<file path="src/rtl/mdr_sequencer_pkg.sv">
// mdr_sequencer_pkg: shared types, opcodes and iteration counts for the MDR unit
package mdr_sequencer_pkg;
  localparam int W_DATA = 16;
  localparam int N_MUL = W_DATA;
  localparam int N_DIV = W_DATA;
  localparam int N_SQRT = W_DATA / 2;
  typedef logic [W_DATA-1:0] data_t;
  typedef logic [2*W_DATA-1:0] prod_t;
  typedef logic [1:0] op_t;
  typedef logic [$clog2(W_DATA)-1:0] cnt_t;
  typedef enum logic [2:0] {IDLE, LOAD, RUN, ERR, DONE} mdr_state_t;
  localparam op_t OP_MUL = 2'b00;
  localparam op_t OP_DIV = 2'b01;
  localparam op_t OP_SQRT = 2'b10;
  localparam op_t OP_RSVD = 2'b11;
  function automatic cnt_t iter_last(input op_t op);
    return op == OP_SQRT ? cnt_t'(N_SQRT - 1) : op == OP_DIV ? cnt_t'(N_DIV - 1) : cnt_t'(N_MUL - 1);
  endfunction
endpackage

</file>
<file path="src/rtl/mdr_iter_dp.sv">
// mdr_iter_dp: one combinational radix-2 step of multiply, divide or square root
module mdr_iter_dp
  import mdr_sequencer_pkg::*;
(
  input  op_t   op,
  input  cnt_t  cnt,
  input  data_t x,
  input  data_t y,
  input  prod_t acc,
  input  data_t rem,
  output prod_t acc_n,
  output data_t rem_n
);
  cnt_t mi;
  prod_t mul_sum;
  logic [W_DATA:0] div_t;
  logic [W_DATA:0] div_d;
  logic [W_DATA+1:0] sq_t;
  logic [W_DATA+1:0] sq_d;
  logic div_ge;
  logic sq_ge;
  // MUL walks the multiplier LSB first; DIV and SQRT walk the operand MSB first via cnt
  assign mi = cnt_t'(N_MUL - 1) - cnt;
  assign mul_sum = acc + (y[mi] ? prod_t'(x) << mi : '0);
  assign div_t = {rem, x[cnt]};
  assign div_d = {1'b0, y};
  assign div_ge = div_t >= div_d;
  assign sq_t = {rem, x[{cnt[2:0], 1'b0} +: 2]};
  assign sq_d = {8'b0, acc[7:0], 2'b01};
  assign sq_ge = sq_t >= sq_d;
  always_comb begin
    acc_n = op == OP_MUL ? mul_sum : op == OP_DIV ? {acc[2*W_DATA-2:0], div_ge} : {acc[2*W_DATA-2:0], sq_ge};
    rem_n = op == OP_MUL ? rem
          : op == OP_DIV ? data_t'(div_ge ? div_t - div_d : div_t)
          : data_t'(sq_ge ? sq_t - sq_d : sq_t);
  end
endmodule

</file>
<file path="src/rtl/mdr_sequencer.sv">
// mdr_sequencer: control FSM and iteration engine for multiply/divide/root
module mdr_sequencer
  import mdr_sequencer_pkg::*;
(
  input  logic  clk,
  input  logic  rst,
  input  logic  start,
  input  op_t   op,
  input  data_t data_x,
  input  data_t data_y,
  output logic  busy,
  output logic  done,
  output logic  err,
  output prod_t result
);
  mdr_state_t state, state_n;
  op_t op_q;
  data_t x_q, y_q, rem, rem_n;
  prod_t acc, acc_n;
  cnt_t cnt;
  logic bad;
  mdr_iter_dp u_dp (
    .op(op_q), .cnt(cnt), .x(x_q), .y(y_q),
    .acc(acc), .rem(rem), .acc_n(acc_n), .rem_n(rem_n)
  );
  assign bad = op_q == OP_RSVD || (op_q == OP_DIV && y_q == '0);
  assign busy = state == LOAD || state == RUN || state == ERR;
  assign done = state == DONE;
  always_ff @(posedge clk) state <= rst ? IDLE : state_n;
  always_comb begin
    state_n = state;
    state_n = state == IDLE ? (start ? LOAD : IDLE)
            : state == LOAD ? (bad ? ERR : RUN)
            : state == RUN  ? (cnt == '0 ? DONE : RUN)
            : state == ERR  ? DONE
            : IDLE;
  end
  always_ff @(posedge clk) begin
    if (rst) begin
      op_q <= OP_MUL;
      x_q <= '0;
      y_q <= '0;
      acc <= '0;
      rem <= '0;
      cnt <= '0;
      err <= 1'b0;
      result <= '0;
    end else begin
      if (state == IDLE && start) begin
        op_q <= op;
        x_q <= data_x;
        y_q <= data_y;
        err <= 1'b0;
        result <= '0;
      end
      if (state == LOAD) begin
        acc <= '0;
        rem <= '0;
        cnt <= iter_last(op_q);
      end
      if (state == RUN) begin
        acc <= acc_n;
        rem <= rem_n;
        cnt <= cnt == '0 ? cnt : cnt - 1'b1;
      end
      if (state == RUN && cnt == '0)
        result <= op_q == OP_MUL ? acc_n
                : op_q == OP_DIV ? {rem_n, acc_n[W_DATA-1:0]}
                : {rem_n, 8'b0, acc_n[7:0]};
      if (state == ERR) begin
        err <= 1'b1;
        result <= '0;
      end
    end
  end
endmodule
</file>
<file path="config.mk">
export PLATFORM = sky130hd
export DESIGN_NAME = mdr_sequencer
export DESIGN_NICKNAME = d
export VERILOG_FILES = /design/src/rtl/mdr_sequencer_pkg.sv /design/src/rtl/mdr_iter_dp.sv /design/src/rtl/mdr_sequencer.sv
export SDC_FILE = /design/constraint.sdc
export NUM_CORES = 1
export LEC_CHECK = 0
export CORE_MARGIN = 1.5
export CORE_UTILIZATION = 54
export CTS_CLUSTER_DIAMETER = 50
export DETAILED_ROUTE_END_ITERATION = 10
export PLACE_DENSITY = 0.77
export SLEW_MARGIN = 10
export SYNTH_ARGS = -nofsm -noshare
export SYNTH_HDL_FRONTEND = slang
export SYNTH_SLANG_ARGS = --single-unit
</file>
<file path="constraint.sdc">
create_clock -name clk -period 4.6 [get_ports clk]
set_input_delay 0.46 -clock clk [delete_from_list [all_inputs] [get_ports clk]]
set_output_delay 0.46 -clock clk [all_outputs]
set_load 0.01 [all_outputs]
</file>
# Yosys cells after proc, flatten, opt, wreduce, memory -nomap -nowiden
# Index checks and enable logic that the tools add are counted.
[word_totals] regBits=122 rom_bits=0 memories=0 ram_bits=0 wordCells=75 output_inout_bits=35 latch_bits=0 inputBits=37
[classes] n_shift=2 reduce_logical=15 n_mux=32 n_bitwise=0 n_eq_ne=8 n_addsub=5 magnitude_cmp=4 n_div=0 n_mul=0
[op_table] operator="2-to-1 mux 32 bit" n=7
[op_table] operator="2-to-1 mux 16 bit" n=7
[op_table] operator="adder 32 bit" n=1
[op_table] operator="<< shifter 16 x 4 -> 32 bit" n=1
[op_table] operator=">= comparator 18 x 10 -> 1 bit" n=1
[op_table] operator=">= comparator 17 x 16 -> 1 bit" n=1
[op_table] operator="logical NOT 16 bit" n=1
[op_table] operator="2-to-1 mux 4 bit" n=4
[op_table] operator="variable part select 16 x 5 -> 2 bit" n=1
[op_table] operator="subtractor 16 x 10 -> 16 bit" n=1
[op_table] operator="subtractor 16 bit" n=1
[op_table] operator="2-to-1 mux 3 bit" n=5
[op_table] operator="< comparator 4 x 5 -> 1 bit, second input constant" n=2
[op_table] operator="binary-select mux 1 bit (select 4 bit)" n=2
[op_table] operator="2-to-1 mux 1 bit" n=7
[op_table] operator="== test 3 x 2 -> 1 bit, second input constant" n=2
[op_table] operator="nonzero test 2 bit" n=3
[op_table] operator="== test 2 bit, second input constant" n=2
[op_table] operator="logical NOT 4 bit" n=1
[op_table] operator="subtractor 4 x 1 -> 4 bit, second input constant" n=1
[op_table] operator="subtractor 4 bit, first input constant" n=1
[op_table] operator="== test 3 x 1 -> 1 bit, second input constant" n=1
[op_table] operator="== test 3 bit, second input constant" n=1
[op_table] operator="logical AND 1 bit" n=3
[op_table] operator="other kinds (7)" n=9

# Logic depth before layout (Yosys ltp)
[depth] word_depth=9 depth_mapped=20 depth_no_buf=17

# Hierarchy
# From an unflattened synthesis, not the netlist that was laid out.
[unflattened] cells_unflattened=1353 area_unflattened_um2=10124.7
[by_module_without_submodules] module="mdr_iter_dp" n_inst=1 seq_area_each_um2=0.0 cells_each=742 area_per_inst_um2=5092.4
[by_module_without_submodules] module="mdr_sequencer" n_inst=1 seq_area_each_um2=2442.3 cells_each=611 area_per_inst_um2=5032.3

# Worst setup path before layout
# Ideal clock, no wire load.
[synth_timing] path_type="reg2reg" startpoint="register cnt[1]" endpoint="register result[25]" stages_incl_launch_ff=20 arrival_ns=4.221 setup_time_ns=0.117 synth_period_minus_slack_ns=4.338 path_slack_ns=0.262 required_time_ns=4.483 path_buffers=4 cell_sequence="dfxtp_1 > buf_4 > mux4_2 > o21bai_1 > a21o_1 > and2_1 > clkbuf_1 > clkbuf_1 > nor2_1 > ha_1 > and2_1 > buf_6 > a221o_1 > a32oi_4 > a21boi_2 > o31a_1 > a211oi_2 > mux2i_1 > o31ai_1 > a22o_1"
[synth_via] elab_chain_len=8 word_cells_on_any_way=23 classes_between="4 x add/sub; 2 x order compare; 2 x shift; 12 x mux; 3 x reduce/logical"
[synth_rtl] element="start, declared" line="mdr_sequencer.sv:20" rtl="cnt_t cnt;"
[synth_rtl] element="start signal, assigned" line="mdr_sequencer.sv:59" rtl="cnt <= iter_last(op_q);"
[synth_rtl] element="start signal, assigned" line="mdr_sequencer.sv:64" rtl="cnt <= cnt == '0 ? cnt : cnt - 1'b1;"
[synth_rtl] element="subtractor 4 bit / binary-select mux 1 bit (select 4 bit) (equally long branches)" line="mdr_iter_dp.sv:23, mdr_iter_dp.sv:25"
[synth_rtl] element="binary-select mux 1 bit (select 4 bit) / 2-to-1 mux 1 bit (equally long branches)" line="mdr_iter_dp.sv:24, mdr_iter_dp.sv:25"
[synth_rtl] element="2-to-1 mux 1 bit (implied by the code) (tied with other cells)" line="mdr_iter_dp.sv:24" rtl="assign mul_sum = acc + (y[mi] ? prod_t'(x) << mi : '0);"
[synth_rtl] element="2-to-1 mux 32 bit / 2-to-1 mux 16 bit (equally long branches)" line="mdr_iter_dp.sv:24, mdr_iter_dp.sv:34"
[synth_rtl] element="adder 32 bit / 2-to-1 mux 16 bit (equally long branches)" line="mdr_iter_dp.sv:24, mdr_iter_dp.sv:34"
[synth_rtl] element="2-to-1 mux 32 bit / 2-to-1 mux 16 bit (equally long branches)" line="mdr_iter_dp.sv:32, mdr_iter_dp.sv:33"
[synth_rtl] element="2-to-1 mux 32 bit" line="mdr_sequencer.sv:67" rtl="result <= op_q == OP_MUL ? acc_n"
[synth_rtl] element="2-to-1 mux 32 bit" line="mdr_sequencer.sv:66" rtl="if (state == RUN && cnt == '0)"
[synth_rtl] element="end signal, assigned" line="mdr_sequencer.sv:67"
[synth_rtl] element="end, declared" line="mdr_sequencer.sv:14" rtl="output prod_t result"
# Several ways; a longest one is shown, not always the timed one. The select of a mux whose other input is x is not followed.
# A chain may end at the register's enable or synchronous reset.

# Worst setup path in the final report
[layout_timing] startpoint="register cnt[0]" endpoint="register result[25]"
# The elaborated chain is that of the path after synthesis.

==> results.toml <==
[place]
placedCellCount = 1533
place_congestion = 0.948
dp_hpwl_mm = 23.6
portBuffers = 71
dp_slack_ns = 0.181

[sta]
drv_slew = 0
tns_ns = 0
rsz0062_at_grt = "no"
setup_viol = 0
fin_skew_ns = 0.0111
timing.hold.ws_ns = 0.436
tightestPinTransition_ns = 0.907
setup_slack_ns = 0.207
hold_viol_final = 0
fmax_ghz = 0.228
slew_headroom_pct = 39.4
period_minus_slack_ns = 4.39
period_share_pct = 95.5

[detailed_routing]
wl_per_cell_microns = 20.0
viasPerCell = 6.32
drt_wl_total_mm = 31.3
drt_pre_antenna_iters = 5
ant_nets = 0
drc = 0
drt-initial-drc-count = 917
vias = 9883

[logic_synthesis]
synth.distinct_cells = 84
synth_edf_count = 0
ys_seq_area_share_pct = 25.6
syn_nets = 1373
synth_flop_cell = "dfxtp_1"
synth_warnings = 0
avgSynthCellArea_sq_um = 7.49
yosys.area.top_type = "dfxtp_1"
synth_top_family_by_area = "compound AO/OA/AOI/OAI gates"
synthSimpleGateAreaFrac_pct = 21.9
syn_area_sq_mm = 0.00955
synth_compound_area_share_pct = 27.4
netlist.area_leader.share_pct = 25.6
ys_async_sr_fraction_pct = 0
synthCells = 1276
synth-xor-area-share_pct = 4.31
synthAdderAreaFrac_pct = 8.01
synthTopCellsByArea = "dfxtp_1 26%, ha_1 7.6%, nand2_1 7.4%"
synth.area.mux_share_pct = 7.73
ys_ff_latch = 122

[power]
vdd_drop_max_v = 0.000317
p_leak_nw = 4.53
clock_power_share_pct = 38.1
switching_share_pct = 36.0
power.density_mw_per_mm2 = 343
p_int_mw = 2.45
pwr-share-seq_pct = 30.1
p_switching_mw = 1.38
p_comb_share_pct = 31.9

[hold_path]
min_path_type = "flop to flop"

[final_layout]
final_util_pct = 64.5
drive_above_1_share_pct = 8.73
finalNetCount = 1424
area_delta_synth_final_pct = 16.7
fin_cells = 1565
fill_cells = 1599
num_antenna_cells = 0
seq_area_sq_mm = 0.00244
multiInputGateArea_sq_mm = 0.00666

[global_routing]
grt_pass1_vias = 9262
track_usage_pct = 34.4
grt_pass1_wl_mm = 49.5
grt_start_max_net_pins = 43
grt.overflow.total = 0
antenna_found_initial = 0

[clocking]
cts_setup_buffers = 0
post_cts_resized = 0
cts_inserted_buffers = 17
root_buffer = "clkbuf_16"
cts_tree = "done"
cts.sink_count = 122
clockBufferDepth = 2
cts_max_level = 4
cts_hold_buf = 0
clock_latency_ns = 0.44
clkTransAtPathRegs_ns = 0.06

[floorplan]
boundaryPins = 72
die_y_microns = 136
fp-row-count = 48
core_sq_mm = 0.0173
design.die.area_sq_mm = 0.0185
start_util_pct = 55.2
chipWidth_microns = 136

[setup_path]
cp.arrival_ns = 4.72
start_kind = "flop"
worstSetupPathType = "flop to flop"
end_kind = "flop"
cp_max_fo = 7
worstPathRequired_ns = 4.93

[job]
maxCapViolCount = 0

[status]
status = "completed"
## placed cells by master, fill, tap and decap left out, types with 10 or more instances in the layout
cell type	count
a31oi_1	12
or3_1	10
nand4_1	10
a211oi_1	21
xor2_1	18
nor2b_1	13
nand3_1	18
mux2i_1	43
a21o_1	27
nand2b_1	10
o211ai_1	17
ha_1	58
a22oi_1	16
buf_4	33
a21oi_1	130
nor3_1	22
clkdlybuf4s50_1	70
xnor2_1	29
o21ai_0	45
clkbuf_16	17
dfxtp_1	122
nor2_1	149
o21ai_1	21
inv_1	46
nand2_1	188
## flip-flops by register name, indices dropped and copies added, names as in the netlist
register and cells:
acc 32, rem 16, err 1, result 32
op_q 2, y_q 16, state 3, x_q 16
cnt 4
## power by group through the flow
stage	clock (mW)	combinational (mW)	sequential [mW]
5_1_grt	1.51	1.32	1.15
6_report	1.45	1.22	1.15
2_1_floorplan	0	0.864	1.15
4_1_cts	1.46	1.20	1.15
3_3_place_gp	0	1.17	1.17
3_5_place_dp	0	1.19	1.17
## synthesized netlist by cell type, types with 21 or more instances
master,instances
nor2_1,151
a21oi_1,130
xnor2_1,29
inv_1,46
nand2_1,188
o21ai_0,46
ha_1,58
nor3_1,23
a211oi_1,21
clkbuf_1,57
o21ai_1,21
a21o_1,27
dfxtp_1,122
mux2i_1,43
## cell type report
class | instances | area share [%]
inverters | 47 | 1.58
clock inverters | 15 | 1.80
well taps | 225 | 2.52
multi-input cells | 1034 | 59.7
clock buffers | 17 | 3.81
flip-flops and latches | 122 | 21.9
repair buffers | 105 | 8.65
## through the flow
step                instance area (sq um)  total power, mW
global route                        11200             3.98
finish                              11200             3.82
floorplan                            9550             2.01
CTS                                 11100             3.80
global placement                    10500             2.34
detailed placement                  10500             2.36
## worst paths after layout
kind / start / endpoint / slack [ns] / cells past startpoint
worst max-delay path: cnt[0] / result[25] / 0.21 / 16
worst min-delay path: result[31] / result[31] / 0.44 / 2
worst max register to register: cnt[0] / result[25] / 0.21 / 16
worst min register to register: result[31] / result[31] / 0.44 / 2
## worst max-delay path, cell delays in order (launching register included)
cell      delay [ns]
dfxtp_1         0.36
inv_1           0.15
mux4_2          0.55
o21ai_1         0.18
nand2_1         0.10
buf_4           0.17
o2bb2a_1        0.26
ha_1            0.29
and2_1          0.25
a221o_1         0.42
a32oi_4         0.24
a21boi_2        0.12
o31a_1          0.33
a211oi_2        0.26
mux2i_1         0.28
o31ai_1         0.10
a22o_1          0.22
## per-layer routing
layer  wire length, microns  vias to the layer above  global-route usage, %
met5                      0                        -                      0
met4                   1060                        0                   14.7
met3                   2260                       77                   5.74
met2                  14600                      396                   57.1
met1                  13400                     4696                   44.1
li1                       -                     4714                      -
## logic make-up (layout without fill, tap and decap cells)
logic type | count (synthesis) | after routing
simple gates | 473 | 473
buf+inv | 120 | 184
xor+xnor | 47 | 47
fa+ha+maj | 60 | 60
flops | 122 | 122
mux | 62 | 62
compound gates | 392 | 392
No activity file was read; power rests on OpenSTA's default activity.
